File: src/rtl/pal_pkg.sv
// Shared types and configuration-layout helpers for the PAL macrocell fabric.
// Optional output-enable product terms are compiled in with PAL_OE_EN.
package pal_pkg;

  typedef enum logic [1:0] {
    StUncfg  = 2'd0,
    StShift  = 2'd1,
    StActive = 2'd2
  } pal_state_t;

  // AND plane: P terms, each with a true/complement bit per literal source
  function automatic int unsigned and_bits(int unsigned n, int unsigned m, int unsigned p);
    return p * 2 * (n + m);
  endfunction

  function automatic int unsigned or_bits(int unsigned m, int unsigned p);
    return m * p;
  endfunction

  function automatic int unsigned mc_bits(int unsigned m);
    return 2 * m;
  endfunction

  // Offset of the OR plane within the configuration word
  function automatic int unsigned or_off(int unsigned n, int unsigned m, int unsigned p);
    return and_bits(n, m, p);
  endfunction

  // Offset of the macrocell {invert, reg_mode} pairs
  function automatic int unsigned mc_off(int unsigned n, int unsigned m, int unsigned p);
    return and_bits(n, m, p) + or_bits(m, p);
  endfunction

`ifdef PAL_OE_EN
  // OE terms sit directly above the macrocell bits
  function automatic int unsigned oe_off(int unsigned n, int unsigned m, int unsigned p);
    return mc_off(n, m, p) + mc_bits(m);
  endfunction
`endif

  function automatic int unsigned cfg_bits(int unsigned n, int unsigned m, int unsigned p);
`ifdef PAL_OE_EN
    return mc_off(n, m, p) + mc_bits(m) + m * 2 * (n + m);
`else
    return mc_off(n, m, p) + mc_bits(m);
`endif
  endfunction

endpackage

File: src/rtl/pal_macrocell_fabric_if.sv
// Configuration chain and fabric IO bundle for the PAL macrocell fabric.
interface pal_macrocell_fabric_if #(
  parameter int unsigned N = 8,
  parameter int unsigned M = 4
);
  logic         cfg_en;
  logic         cfg_in;
  logic         cfg_out;
  logic         cfg_done;
  logic         cfg_err;
  logic         cfg_valid;
  logic [N-1:0] in_vars;
  logic [M-1:0] out_vals;
  logic [M-1:0] out_oe;

  modport master (
    output cfg_en, cfg_in, in_vars,
    input  cfg_out, cfg_done, cfg_err, cfg_valid, out_vals, out_oe
  );

  modport slave (
    input  cfg_en, cfg_in, in_vars,
    output cfg_out, cfg_done, cfg_err, cfg_valid, out_vals, out_oe
  );
endinterface

File: src/rtl/pal_product_term.sv
// One programmable product term: AND of the literals selected by the mask.
// An empty mask yields 0 rather than the vacuous-AND value of 1.
module pal_product_term #(
  parameter int unsigned W = 2
) (
  input  logic [W-1:0] lits_i,
  input  logic [W-1:0] mask_i,
  output logic         term_o
);
  assign term_o = (|mask_i) & (&(lits_i | ~mask_i));
endmodule

File: src/rtl/pal_macrocell_fabric.sv
// Parametrised PAL: AND plane, OR plane and one macrocell per output, loaded
// through a double-buffered serial chain. PAL_OE_EN adds one OE product term
// per output; without it every output is enabled whenever config is valid.
module pal_macrocell_fabric
  import pal_pkg::*;
#(
  parameter int unsigned N = 8,
  parameter int unsigned M = 4,
  parameter int unsigned P = 16
) (
  input logic                   clk,
  input logic                   res,
  pal_macrocell_fabric_if.slave bus
);
  localparam int unsigned L       = N + M;
  localparam int unsigned W       = 2 * L;
  localparam int unsigned CfgBits = cfg_bits(N, M, P);
  localparam int unsigned OrOff   = or_off(N, M, P);
  localparam int unsigned McOff   = mc_off(N, M, P);
  localparam int unsigned CntW    = $clog2(CfgBits + 2);
  localparam logic [CntW-1:0] CntFull = CntW'(CfgBits);
  localparam logic [CntW-1:0] CntSat  = CntW'(CfgBits + 1);

  pal_state_t         state_q, state_d;
  logic [CfgBits-1:0] shadow_q, shadow_d;
  logic [CfgBits-1:0] cfg_q, cfg_d;
  logic [CntW-1:0]    cnt_q, cnt_d;
  logic               valid_q, valid_d;
  logic               err_q, err_d;
  logic               done_q, done_d;
  logic               commit;
  logic [M-1:0]       q_q, q_d;
  logic [M-1:0]       d;
  logic [M-1:0]       out_vals;
  logic [L-1:0]       src;
  logic [W-1:0]       lits;
  logic [P-1:0]       term;

  // Feedback comes only from the macrocell FFs, so the planes stay loop-free
  assign src = {q_q, bus.in_vars};

  // Expand each literal source into its true/complement pair
  always_comb begin
    lits = '0;
    for (int k = 0; k < int'(L); k++) begin
      lits[2*k]   = src[k];
      lits[2*k+1] = ~src[k];
    end
  end

  for (genvar p = 0; p < P; p++) begin : g_term
    pal_product_term #(
      .W(W)
    ) u_term (
      .lits_i (lits),
      .mask_i (cfg_q[p*W +: W]),
      .term_o (term[p])
    );
  end

  // OR plane, inversion and output select per macrocell
  always_comb begin
    d        = '0;
    out_vals = '0;
    for (int m = 0; m < int'(M); m++) begin
      d[m]        = (|(term & cfg_q[OrOff + m*P +: P])) ^ cfg_q[McOff + 2*m + 1];
      out_vals[m] = valid_q & (cfg_q[McOff + 2*m] ? q_q[m] : d[m]);
    end
  end

  // Commit clears the macrocells so the new config starts from a known state
  always_comb begin
    q_d = q_q;
    if (commit) begin
      q_d = '0;
    end else if (valid_q) begin
      q_d = d;
    end
  end

  // Config loader FSM: shift, length check, commit
  always_comb begin
    state_d  = state_q;
    shadow_d = shadow_q;
    cnt_d    = cnt_q;
    cfg_d    = cfg_q;
    valid_d  = valid_q;
    err_d    = err_q;
    done_d   = 1'b0;
    commit   = 1'b0;
    case (state_q)
      StUncfg, StActive: begin
        if (bus.cfg_en) begin
          state_d  = StShift;
          shadow_d = {shadow_q[CfgBits-2:0], bus.cfg_in};
          cnt_d    = CntW'(1);
        end
      end
      StShift: begin
        if (bus.cfg_en) begin
          shadow_d = {shadow_q[CfgBits-2:0], bus.cfg_in};
          if (cnt_q != CntSat) begin
            cnt_d = cnt_q + CntW'(1);
          end
        end else if (cnt_q == CntFull) begin
          cfg_d   = shadow_q;
          valid_d = 1'b1;
          err_d   = 1'b0;
          done_d  = 1'b1;
          commit  = 1'b1;
          state_d = StActive;
        end else begin
          err_d   = 1'b1;
          state_d = valid_q ? StActive : StUncfg;
        end
      end
      default: state_d = StUncfg;
    endcase
  end

  // All state registers with synchronous reset
  always_ff @(posedge clk) begin
    if (res) begin
      state_q  <= StUncfg;
      shadow_q <= '0;
      cfg_q    <= '0;
      cnt_q    <= '0;
      valid_q  <= 1'b0;
      err_q    <= 1'b0;
      done_q   <= 1'b0;
      q_q      <= '0;
    end else begin
      state_q  <= state_d;
      shadow_q <= shadow_d;
      cfg_q    <= cfg_d;
      cnt_q    <= cnt_d;
      valid_q  <= valid_d;
      err_q    <= err_d;
      done_q   <= done_d;
      q_q      <= q_d;
    end
  end

`ifdef PAL_OE_EN
  localparam int unsigned OeOff = oe_off(N, M, P);
  logic [M-1:0] oe_term;

  for (genvar m = 0; m < M; m++) begin : g_oe
    pal_product_term #(
      .W(W)
    ) u_oe (
      .lits_i (lits),
      .mask_i (cfg_q[OeOff + m*W +: W]),
      .term_o (oe_term[m])
    );
  end

  assign bus.out_oe = oe_term & {M{valid_q}};
`else
  assign bus.out_oe = {M{valid_q}};
`endif

  assign bus.out_vals  = out_vals;
  assign bus.cfg_out   = shadow_q[CfgBits-1];
  assign bus.cfg_done  = done_q;
  assign bus.cfg_err   = err_q;
  assign bus.cfg_valid = valid_q;

endmodule

File: src/flat_wrapper.sv
// flat-port wrapper written by rule: the top's interface ports become plain ports
module pal_macrocell_fabric_flat import pal_pkg::*;
#(
  parameter int unsigned N = 8,
  parameter int unsigned M = 4,
  parameter int unsigned P = 16
)
  (clk, res, bus_cfg_en, bus_cfg_in, bus_in_vars, bus_cfg_out, bus_cfg_done, bus_cfg_err, bus_cfg_valid, bus_out_vals, bus_out_oe);
  pal_macrocell_fabric_if #(.N(N), .M(M)) bus_i ();
  input logic clk;
  input logic res;
  input wire logic [$bits(bus_i.cfg_en)-1:0] bus_cfg_en;
  input wire logic [$bits(bus_i.cfg_in)-1:0] bus_cfg_in;
  input wire logic [$bits(bus_i.in_vars)-1:0] bus_in_vars;
  output wire logic [$bits(bus_i.cfg_out)-1:0] bus_cfg_out;
  output wire logic [$bits(bus_i.cfg_done)-1:0] bus_cfg_done;
  output wire logic [$bits(bus_i.cfg_err)-1:0] bus_cfg_err;
  output wire logic [$bits(bus_i.cfg_valid)-1:0] bus_cfg_valid;
  output wire logic [$bits(bus_i.out_vals)-1:0] bus_out_vals;
  output wire logic [$bits(bus_i.out_oe)-1:0] bus_out_oe;
  assign bus_i.cfg_en = bus_cfg_en;
  assign bus_i.cfg_in = bus_cfg_in;
  assign bus_i.in_vars = bus_in_vars;
  assign bus_cfg_out = bus_i.cfg_out;
  assign bus_cfg_done = bus_i.cfg_done;
  assign bus_cfg_err = bus_i.cfg_err;
  assign bus_cfg_valid = bus_i.cfg_valid;
  assign bus_out_vals = bus_i.out_vals;
  assign bus_out_oe = bus_i.out_oe;
  pal_macrocell_fabric #(.N(N), .M(M), .P(P)) u_core (.clk(clk), .res(res), .bus(bus_i));
endmodule
File: config.mk
export PLATFORM = sky130hd
export DESIGN_NAME = pal_macrocell_fabric_flat
export DESIGN_NICKNAME = d
export VERILOG_FILES = /design/src/rtl/pal_pkg.sv /design/src/rtl/pal_macrocell_fabric_if.sv /design/src/rtl/pal_product_term.sv /design/src/rtl/pal_macrocell_fabric.sv /design/src/flat_wrapper.sv
export SDC_FILE = /design/constraint.sdc
export NUM_CORES = 2
export LEC_CHECK = 0
export BUFFER_PORTS_ARGS = -buffer_cell sky130_fd_sc_hd__buf_2
export CAP_MARGIN = 20
export CORE_MARGIN = 3
export CORE_UTILIZATION = 45
export DETAILED_ROUTE_END_ITERATION = 8
export GPL_ROUTABILITY_DRIVEN = 1
export SLEW_MARGIN = 20
export SYNTH_ARGS = -nofsm -noshare
export SYNTH_HDL_FRONTEND = slang
export SYNTH_SLANG_ARGS = --single-unit
File: constraint.sdc
create_clock -name clk -period 4.05 [get_ports clk]
set_clock_uncertainty 0.1 [all_clocks]
set_input_delay 0.405 -clock clk [delete_from_list [all_inputs] [get_ports clk]]
set_output_delay 0.405 -clock clk [all_outputs]
set_load 0.01 [all_outputs]
==> results.toml <==
[run_status]
status = "complete, no violations"

[timing]
hold_viol_final = 0
fin_crit_sh = 0.9667
achievable-frequency_ghz = 0.2554
period_needed_ns = 3.915
setup_viol = 0
drv_slew = 0
rsz0062_at_grt = "no"
relSlewSlack = 0.2402
whs_ns = 0.04099
tns_ns = 0
tightest_slew_ns = 1.140

[global_route]
grt_antenna_before_repair = 0
grt_pass1_vias = 26862
track_usage = 0.2187
gr-total-overflow = 0
grt_pass1_wl_um = 149000
grt_start_max_net_pins = 234

[drt]
routed-via-count = 30008
via_per_inst = 5.395
drc_errors = 0
drt_pass1_iterations = 5
wl_per_cell_um = 16.77
ant_nets = 0
drt_wl_total_um = 93260
drt_iter0_markers = 2736

[die]
coreArea_um2 = 78100
start_util = 0.4588
io_pins = 24
die_w_um = 288.2
die_h_um = 288.2
rows = 102
die_area_um2 = 83050

[worst_setup_path]
start_kind = "flip-flop"
end_kind = "output port"
crit_type = "reg -> out"
cp_max_fo = 11
cp.required_ns = 3.54
worstPathArrival_ns = 3.41

[pwr]
p_leak_nw = 13.15
p_int_mw = 14.99
ir_drop_uv = 321.1
pwr-share-clk = 0.498
power_mw = 19.13
comb_power_share = 0.024
p_switching_mw = 4.140
power_density_nw_per_um2 = 477.3
switching_share = 0.2164
seq_power_share = 0.478

[min_path]
hp-class = "in -> reg"

[placed_design]
portBuffers = 23
dp_hpwl_um = 55490
gp_congestion = 0.8742

[finish]
drive_above_1_share = 0.05860
nets = 4455
diodes = 0
syn_to_final_growth_pct = 11.83

[yosys]
synth_seq_cells = 930
synthCells = 4592
mappedNetlistArea_um2 = 35830
syn-mean-instance-area_um2 = 7.803
synth_cell_type_count = 36
synth_nets = 4607
synth_seq_area_share = 0.5196
ys_warn_count = 0

[cts]
cts_max_level = 3
clk_path_buf_depth = 3
clock-root-buffer = "clkbuf_16"
cts_num_sinks = 930
path_clk_slew_ns = 0.06
cts-buffers-inserted = 99
clock_latency_ns = 0.65
cts_tree = "yes"

[job]
maxCapViolCount = 0
-- power groups by stage --
stage	clock network (mW)	registers (mW)	logic [mW]
detailed placement	0	9.36	0.458
CTS	9.72	9.15	0.459
global route	10.1	9.15	0.491
finish	9.52	9.15	0.458
global placement	0	9.36	0.460
floorplan	0	9.36	0.316
-- per-layer routing --
metal,vias to the layer above,part of all wire,GRT usage
met5,-,0,0
met4,0,0.023,0.06510
met3,139,0.048,0.02976
met2,631,0.43,0.3250
met1,14199,0.50,0.3288
li1,15039,-,-
-- layout make-up --
| type | instances | area [µm²] |
|---|---|---|
| Multi-Input combinational cell | 3323 | 15740 |
| Fill cell | 7565 | 38030 |
| Clock inverter | 37 | 520.5 |
| Clock buffer | 146 | 2955 |
| Timing Repair Buffer | 82 | 908.4 |
| Inverter | 4 | 15.01 |
| Sequential cell | 930 | 18630 |
| Tap cell | 1040 | 1301 |
-- logic make-up (layout without fill, tap and decap cells) --
| kind of cell | count (synthesis) | count (layout) | synth area share |
|---|---|---|---|
| buffers and inverters | 339 | 269 | 0.04277 |
| xor gates and xnor gates | 4 | 4 | 0.0009776 |
| AOI/OAI and AO/OA | 1030 | 1030 | 0.1463 |
| DFF | 930 | 930 | 0.5196 |
| adders and majority gates | 3 | 3 | 0.001048 |
| muxes | 192 | 192 | 0.05363 |
| and+or+nand+nor | 2094 | 2094 | 0.2357 |
-- what timing repair did --
action,CTS,global route
gates resized for setup,2,5
hold buffers,1,0
buffers inserted,0,4
hold endpoints to repair,1,0
endpoints found under the setup margin,4,4
-- registers in the layout, summed over array words and instances, names as in the netlist --
signal and count:
u_core.state_q 2, u_core.q_q 4, u_core.cfg_q 456, u_core.cnt_q 9
u_core.bus.cfg_done 1, u_core.shadow_q 456, u_core.bus.cfg_err 1, u_core.bus.cfg_valid 1
-- cell usage in the layout, fill, tap and decap left out, drive strengths merged, types with 5 or more instances in the layout --
| cell type | netlist | layout |
|---|---|---|
| a21oi | 918 | 918 |
| clkbuf | 248 | 146 |
| nand2 | 1848 | 1848 |
| nand4 | 70 | 70 |
| clkinv | 0 | 16 |
| buf | 87 | 81 |
| mux2i | 192 | 192 |
| nand3 | 22 | 22 |
| and3 | 5 | 5 |
| dfxtp | 930 | 930 |
| o22ai | 32 | 32 |
| nor4 | 105 | 105 |
| nor2 | 15 | 15 |
| inv | 4 | 8 |
| or3 | 19 | 19 |
| clkinvlp | 0 | 6 |
| bufinv | 0 | 11 |
| o21ai | 68 | 68 |
-- critical path, stage by stage, from the launching register on --
cell and delay, ns:
dfxtp_4 0.51, buf_12 0.22, mux2i_1 0.21, nand4_1 0.09, or3_1 0.46, o22ai_1 0.29
nor4_1 0.09, buf_4 0.16, a2111o_1 0.40, nand3_1 0.15, buf_2 0.16
-- Yosys cell counts, drive strengths merged --
| cell | number | share of area |
|---|---|---|
| a2111o | 4 | 0.0013 |
| a211o | 1 | 0.00028 |
| a21o | 4 | 0.00084 |
| a21oi | 918 | 0.13 |
| a31oi | 1 | 0.00017 |
| and2 | 1 | 0.00017 |
| and3 | 5 | 0.00087 |
| buf | 87 | 0.016 |
| clkbuf | 248 | 0.026 |
| dfxtp | 930 | 0.52 |
| ha | 3 | 0.0010 |
| inv | 4 | 0.00042 |
| mux2i | 192 | 0.054 |
| nand2 | 1848 | 0.19 |
| nand2b | 2 | 0.00035 |
| nand3 | 22 | 0.0031 |
| nand3b | 1 | 0.00021 |
| nand4 | 70 | 0.012 |
| nor2 | 15 | 0.0016 |
| nor2b | 1 | 0.00017 |
| nor3 | 2 | 0.00028 |
| nor4 | 105 | 0.019 |
| o21a | 1 | 0.00021 |
| o21ai | 68 | 0.0095 |
| o22ai | 32 | 0.0056 |
| o311ai | 1 | 0.00024 |
| or3 | 19 | 0.0039 |
| or4 | 3 | 0.00063 |
| xor2 | 4 | 0.00098 |
-- per-stage QoR --
| stage | utilization | setup WS (ns) | instance area, µm² | instances |
|---|---|---|---|---|
| final | 0.5131 | 0.1350 | 40070 | 5562 |
| after global routing | 0.5131 | 0.005758 | 40070 | 5562 |
| after CTS | 0.5122 | 0.01876 | 40010 | 5558 |
| after detailed placement | 0.4675 | 0.4838 | 36520 | 5374 |
| after global placement | 0.4675 | 0.4938 | 36520 | 5374 |
| after floorplan | - | 1.451 | 35830 | 4592 |
-- final timing paths --
kind / depth (start not counted) / end / from / slack [ns]
max: 10 / bus_out_vals[0] / u_core.q_q[0] / 0.14
min: 4 / u_core.state_q[1] / bus_cfg_en / 0.04
min reg2reg: 2 / u_core.cfg_q[430] / u_core.cfg_q[430] / 0.35
max reg2reg: 7 / u_core.cfg_q[112] / u_core.cnt_q[6] / 1.17
Note: power is estimated with default switching activity, not from simulation.
